<file path="src/rtl/vector_result_drain.sv">
// Shadow-buffers one N-element ALU result vector and streams it out one element per valid/ready beat.
// Optional VEC_DRAIN_SUM_EN appends a wrap-around sum beat after the last element.
module vector_result_drain #(
  parameter int BITS  = 8,
  parameter int N     = 64,
  parameter int IDX_W = (N > 1) ? $clog2(N) : 1
) (
  input  logic             clk,
  input  logic             rst_n,
  input  logic [BITS-1:0]  vec_in [N-1:0],
  input  logic             vec_valid,
  output logic             vec_ready,
  output logic [BITS-1:0]  m_data,
  output logic [IDX_W-1:0] m_index,
  output logic             m_last,
  output logic             m_valid,
  input  logic             m_ready,
  output logic             busy,
  output logic             dropped,
  input  logic             clr_dropped
);

  typedef enum logic {IDLE, SEND} state_t;

  state_t           state_q, state_d;
  logic [BITS-1:0]  shadow_q [N-1:0];
  logic [IDX_W-1:0] idx_q, idx_d;
  logic             dropped_q, dropped_d;
  logic             capture, xfer, at_end;

`ifdef VEC_DRAIN_SUM_EN
  logic [BITS-1:0]  acc_q, acc_d;
  logic             sum_q, sum_d;
`endif

  assign capture = vec_valid && (state_q == IDLE);
  assign xfer    = (state_q == SEND) && m_ready;
  assign at_end  = (idx_q == IDX_W'(N - 1));

  always_comb begin
    state_d   = state_q;
    idx_d     = idx_q;
    dropped_d = dropped_q;
`ifdef VEC_DRAIN_SUM_EN
    acc_d     = acc_q;
    sum_d     = sum_q;
`endif
    // Set has priority over clear so an overlap in the same cycle is never lost.
    if (vec_valid && (state_q == SEND)) dropped_d = 1'b1;
    else if (clr_dropped)               dropped_d = 1'b0;

    case (state_q)
      IDLE: begin
        if (capture) begin
          state_d = SEND;
          idx_d   = '0;
`ifdef VEC_DRAIN_SUM_EN
          acc_d   = '0;
          sum_d   = 1'b0;
`endif
        end
      end
      SEND: begin
        if (xfer) begin
`ifdef VEC_DRAIN_SUM_EN
          if (sum_q) begin
            state_d = IDLE;
            sum_d   = 1'b0;
            idx_d   = '0;
          end else begin
            acc_d = acc_q + shadow_q[idx_q];
            if (at_end) begin
              sum_d = 1'b1;
              idx_d = '0;
            end else begin
              idx_d = idx_q + IDX_W'(1);
            end
          end
`else
          if (at_end) begin
            state_d = IDLE;
            idx_d   = '0;
          end else begin
            idx_d = idx_q + IDX_W'(1);
          end
`endif
        end
      end
      default: state_d = IDLE;
    endcase
  end

  always_ff @(posedge clk or negedge rst_n) begin
    if (!rst_n) begin
      state_q   <= IDLE;
      idx_q     <= '0;
      dropped_q <= 1'b0;
      for (int i = 0; i < N; i++) shadow_q[i] <= '0;
`ifdef VEC_DRAIN_SUM_EN
      acc_q     <= '0;
      sum_q     <= 1'b0;
`endif
    end else begin
      state_q   <= state_d;
      idx_q     <= idx_d;
      dropped_q <= dropped_d;
      if (capture) shadow_q <= vec_in;
`ifdef VEC_DRAIN_SUM_EN
      acc_q     <= acc_d;
      sum_q     <= sum_d;
`endif
    end
  end

  assign vec_ready = (state_q == IDLE);
  assign busy      = (state_q == SEND);
  assign m_valid   = (state_q == SEND);
  assign m_index   = idx_q;
  assign dropped   = dropped_q;

`ifdef VEC_DRAIN_SUM_EN
  assign m_data = sum_q ? acc_q : shadow_q[idx_q];
  assign m_last = (state_q == SEND) && sum_q;
`else
  assign m_data = shadow_q[idx_q];
  assign m_last = (state_q == SEND) && at_end;
`endif

endmodule
</file>
<file path="config.mk">
export PLATFORM = sky130hd
export DESIGN_NAME = vector_result_drain
export DESIGN_NICKNAME = d
export VERILOG_FILES = /design/src/rtl/vector_result_drain.sv
export SDC_FILE = /design/constraint.sdc
export NUM_CORES = 1
export LEC_CHECK = 0
export BUFFER_PORTS_ARGS = -buffer_cell sky130_fd_sc_hd__buf_4
export CORE_MARGIN = 2
export CORE_UTILIZATION = 54
export DETAILED_ROUTE_END_ITERATION = 12
export PLACE_DENSITY = 0.89
export SLEW_MARGIN = 20
export SYNTH_ARGS = -nofsm -noshare
export SYNTH_HDL_FRONTEND = slang
export SYNTH_SLANG_ARGS = --single-unit
</file>
<file path="constraint.sdc">
create_clock -name clk -period 2.8 [get_ports clk]
set_input_delay 0.14 -clock clk [delete_from_list [all_inputs] [get_ports clk]]
set_output_delay 0.14 -clock clk [all_outputs]
set_load 0.03 [all_outputs]
</file>
* Word level (Yosys, flattened, before mapping)
Index checks and enable logic that the tools add are counted.
** Cells by class
- Reduce and logical (&&, ||, !) cells :: 6
- Mux-type cells :: 12
- Equality and inequality tests :: 3
- Add/subtract/negate cells :: 1
- Order comparisons :: 1
- Bitwise gates (word level) :: 1
** Operator list (count)
- binary-select mux 8 bit (select 6 bit) :: 1
- two-way mux 6 bit :: 3
- one-hot mux 6 bit (2 select lines) :: 1
- two-way mux 8 bit :: 1
- < comparator 6 x 7 -> 1 bit (second input constant) :: 1
- adder 6 x 1 -> 6 bit (second input constant) :: 1
- == test 6 bit (second input constant) :: 1
- two-way mux 1 bit :: 5
- logical AND 1 bit :: 4
- inequality test 2 x 1 -> 1 bit (second input constant) :: 2
- one-hot mux 1 bit (2 select lines) :: 1
- AND reduction 2 bit :: 1
- nonzero test 2 bit :: 1
- NOT 1 bit :: 1
** Word-level totals
- Flip-flop bits (word level) :: 520
- Input bits :: 517
- Output and inout bits :: 19
- Logic and storage cells :: 91

* Longest topological paths before layout
- Depth in word-level cells :: 4
- Gate-level depth with buffers :: 9
- Gate-level depth less buffers :: 6

* Worst setup path before layout
OpenSTA, ideal clock, no wires.
- Path kind :: register to output
- Start :: register idx_q[0], in the netlist m_index[0]
- End :: output m_data[2]
- Slack :: 0.346 ns
- Stages on the path, launching flop included :: 10
- Data required time :: 2.660 ns
- Data arrival time :: 2.314 ns
- Path buffers :: 4
- Cells stage by stage :: dfrtp_1 buf_6 buf_6 buf_6 buf_6 mux2i_1 o22ai_1 a211oi_1 a221o_1 a21oi_1
** On the way
- Cells in the longest elaborated chain, start to end :: 2
** Ends and longest elaborated chain
- from (decl) :: RTL line 27 : logic [IDX_W-1:0] idx_q, idx_d;
- from (signal assigned) :: RTL line 105 : idx_q <= idx_d;
- binary-select mux 8 bit (select 6 bit) :: RTL line 125 : assign m_data = shadow_q[idx_q];
- two-way mux 8 bit (not written as such) :: RTL line 125
- to (decl) :: RTL line 13 : output logic [BITS-1:0] m_data,
No other way between the ends. The select of a mux whose other input is x is not followed.

* Final worst setup path
- Start :: register idx_q[0], in the netlist m_index[0]
- End :: output m_data[5]
Same word-level chain as after synthesis.

==> flow_metrics.tcl <==
set metrics [dict create \
    status "complete, but fails checks" \
    violations "setup timing" \
    cts_sinks 520 \
    antenna_found_initial 20 \
    synthArstFlopShare_pct 100 \
    cpMostUsedCell "buf_12" \
    cp_max_fo 8 \
    drt-initial-drc-count 1948 \
    p_sw_uw 7790 \
    seq_area_mm2 0.0130 \
    dp_hpwl_um 51100 \
    hold_violations 0 \
    grt_first_pass_wirelength_um 141000 \
    drc_errors 0 \
    overflow 0 \
    drt_first_pass_iters 7 \
    path_class "register to primary output" \
    vias 20006 \
    synth.most_common_cell "dfrtp_1" \
    die_area_mm2 0.0451 \
    clk-insertion-delay-late_ps 620 \
    cts_max_path_buffers 3 \
    fin_util_pct 84.4 \
    area_growth_pct 54.6 \
    wl_per_cell_um 32.1 \
    ios 536 \
    syn_inst 1427 \
    hp-class "input port to async pin" \
    sw_frac_of_total_pct 31.9 \
    die_w_um 212 \
    netlist_top_cells_area "dfrtp_1 55%, mux2_2 25%, mux4_2 12%" \
    drt_wl_total_um 102000 \
    grt_pass1_vias 22078 \
    p_comb_share_pct 31.4 \
    avgSynthCellArea_um2 16.4 \
    clkTransAtPathRegs_ps 60 \
    crit_chain "buf_12 -> buf_12 -> buf_16 -> mux4_2 -> mux2i_1 -> a211oi_2 -> buf_4 -> a22oi_2 -> nand2_1 -> buf_6" \
    reg2regPathDepth 5 \
    multiInputGateArea_mm2 0.0102 \
    fillCellCount 1818 \
    critical_path.endpoint_type "primary output" \
    design.core.area_mm2 0.0430 \
    crit_required_ps 2660 \
    slowest_delay_ps 540 \
    grt_max_degree 86 \
    cts_tree "done" \
    slew_headroom_pct 44.2 \
    rsz0062_at_grt "true" \
    htree_levels 2 \
    max_freq_ghz 0.296 \
    post-route-min-period_ps 3370 \
    start_kind "register" \
    layout.nets 3055 \
    power_density_mw_per_mm2 672 \
    cp.arrival_ps 3230 \
    synth_top_area_share_pct 55.4 \
    seqPwrFrac_pct 37.9 \
    synth_edf_count 0 \
    place_congestion 0.863 \
    tightest_slew_ps 834 \
    drive_above_1_share_pct 55.5 \
    synth_warnings 0 \
    drv_slew 0 \
    drtAntennaViolNets 0 \
    ys_top_cells_by_count "520 x dfrtp_1, 518 x mux2_2, 123 x mux4_2" \
    start_util_pct 54.6 \
    yosysTopAreaCell "dfrtp_1" \
    cts-root-buf "clkbuf_16" \
    rows 76 \
    postLayoutSetupSlackWorst_ps -573 \
    cap_violations 0 \
    synth_seq_cells 520 \
    dieHeight_um 212 \
    grt_util_all_layers_pct 43.4 \
    numCtsBuffers 53 \
    io_buffers 535 \
    ir_drop_v 0.000587 \
    min_period_over_period_pct 120 \
    yosysSeqAreaShare_pct 55.4 \
    setup_violations 8 \
    p_leak_uw 0.0162 \
    cpMaxStageDelayCell "mux4_2" \
    stdcell_area_mm2 0.0363 \
    mappedNetlistArea_mm2 0.0235 \
    finClkSkew_ps 33.5 \
    p_clk_share_pct 30.7 \
    ys.flop_type "dfrtp_1" \
    placed_cell_area_mm2 0.0285 \
    power.internal_uw 16600 \
    syn_nets 1945 \
    ys_types 38 \
    viasPerCell 6.28 \
]
metrics by stage:
stage	hold slack (ps)	std cells	worst slack [ps]	power, uW	setup TNS, ps
final	194	3184	-573	24400	-3510
after global placement	219	2520	60.1	14700	0
after CTS	195	3144	-414	23100	-3050
after global routing	223	3175	-753	24900	-4060
after detailed placement	211	2520	89.0	14800	0
after floorplan	-156	1427	346	12300	0
final cells by class:
class	instances	share of cell area (%)
sequential	520	35.9
timing repair buffer	1157	28.9
multi-input combinational	802	28.0
clock buffer	68	4.21
tap	585	2.02
clock inverter	26	0.690
antenna	23	0.159
inverter	3	0.0310
power groups by stage:
stage               Clock [uW]  Combinational (uW)  Sequential (uW)
floorplan                    0                3410             8860
global placement             0                5580             9100
detailed placement           0                5690             9160
CTS                       7290                6740             9030
global route              7770                7880             9240
finish                    7500                7650             9240
placed cells by master (no fill, tap or decap), types with 7 or more instances in the layout:
master,synthesis,final
mux2_2,518,514
buf_6,8,20
dlygate4sd3_1,0,518
clkbuf_16,0,56
nand2_1,13,9
mux4_2,123,127
mux2i_2,0,7
a22oi_1,14,9
o21ai_0,10,9
buf_4,8,586
clkbuf_8,0,10
mux2i_1,44,32
diode_2,0,23
dfrtp_1,520,517
buf_12,0,24
clkinv_2,0,16
worst max-delay path: cells and delay by family, from the launching register on:
kind | cells | cell delay, ps
and+or+nand+nor | 1 | 80
muxes | 2 | 950
AOI/OAI and AO/OA | 2 | 320
buffers and inverters | 5 | 790
DFF | 1 | 460
flip-flops by register name, indices dropped and copies added, names as in the netlist:
signal	cells
m_index	6
busy	1
shadow_q	512
dropped	1
worst paths after layout:
path,start,to,slack (ps)
worst max-delay path,m_index[0]$_DFFE_PN0P_,m_data[5],-570
worst min-delay path,rst_n,shadow_q[32]$_DFFE_PN0P_,190
worst max register to register,m_index[4]$_DFFE_PN0P_,busy$_DFF_PN0_,220
worst min register to register,shadow_q[306]$_DFFE_PN0P_,shadow_q[306]$_DFFE_PN0P_,510
max in group asynchronous,rst_n,shadow_q[97]$_DFFE_PN0P_,1670
min in group clk,vec_in[404],shadow_q[404]$_DFFE_PN0P_,310
per-layer routing:
metal	routed length (um)	global-route usage, %
met5	39	0
met4	9880	31.9
met3	9400	10.5
met2	50300	74.3
met1	32600	47.1
kinds of logic (layout without fill, tap and decap cells):
| logic type | after synthesis | in the layout | synth area share [%] |
|---|---|---|---|
| AND/OR/NAND/NOR | 41 | 41 | 0.896 |
| multiplexers | 690 | 690 | 39.1 |
| adder cells (fa/ha/maj) | 1 | 1 | 0.0533 |
| other | 0 | 23 | 0 |
| AO/OA/AOI/OAI | 69 | 69 | 2.04 |
| flip-flops | 520 | 520 | 55.4 |
| buffers and inverters | 105 | 1254 | 2.43 |
| XOR/XNOR | 1 | 1 | 0.0373 |
what timing repair did:
action | CTS | global route
hold buffers | 518 | 0
cloned | 3 | 1
hold endpoints to repair | 587 | 0
endpoints found under the setup margin | 8 | 9
pin swaps | 17 | 15
buffers inserted | 11 | 17
resized for setup | 52 | 55
(Power assumes the default switching activity.)
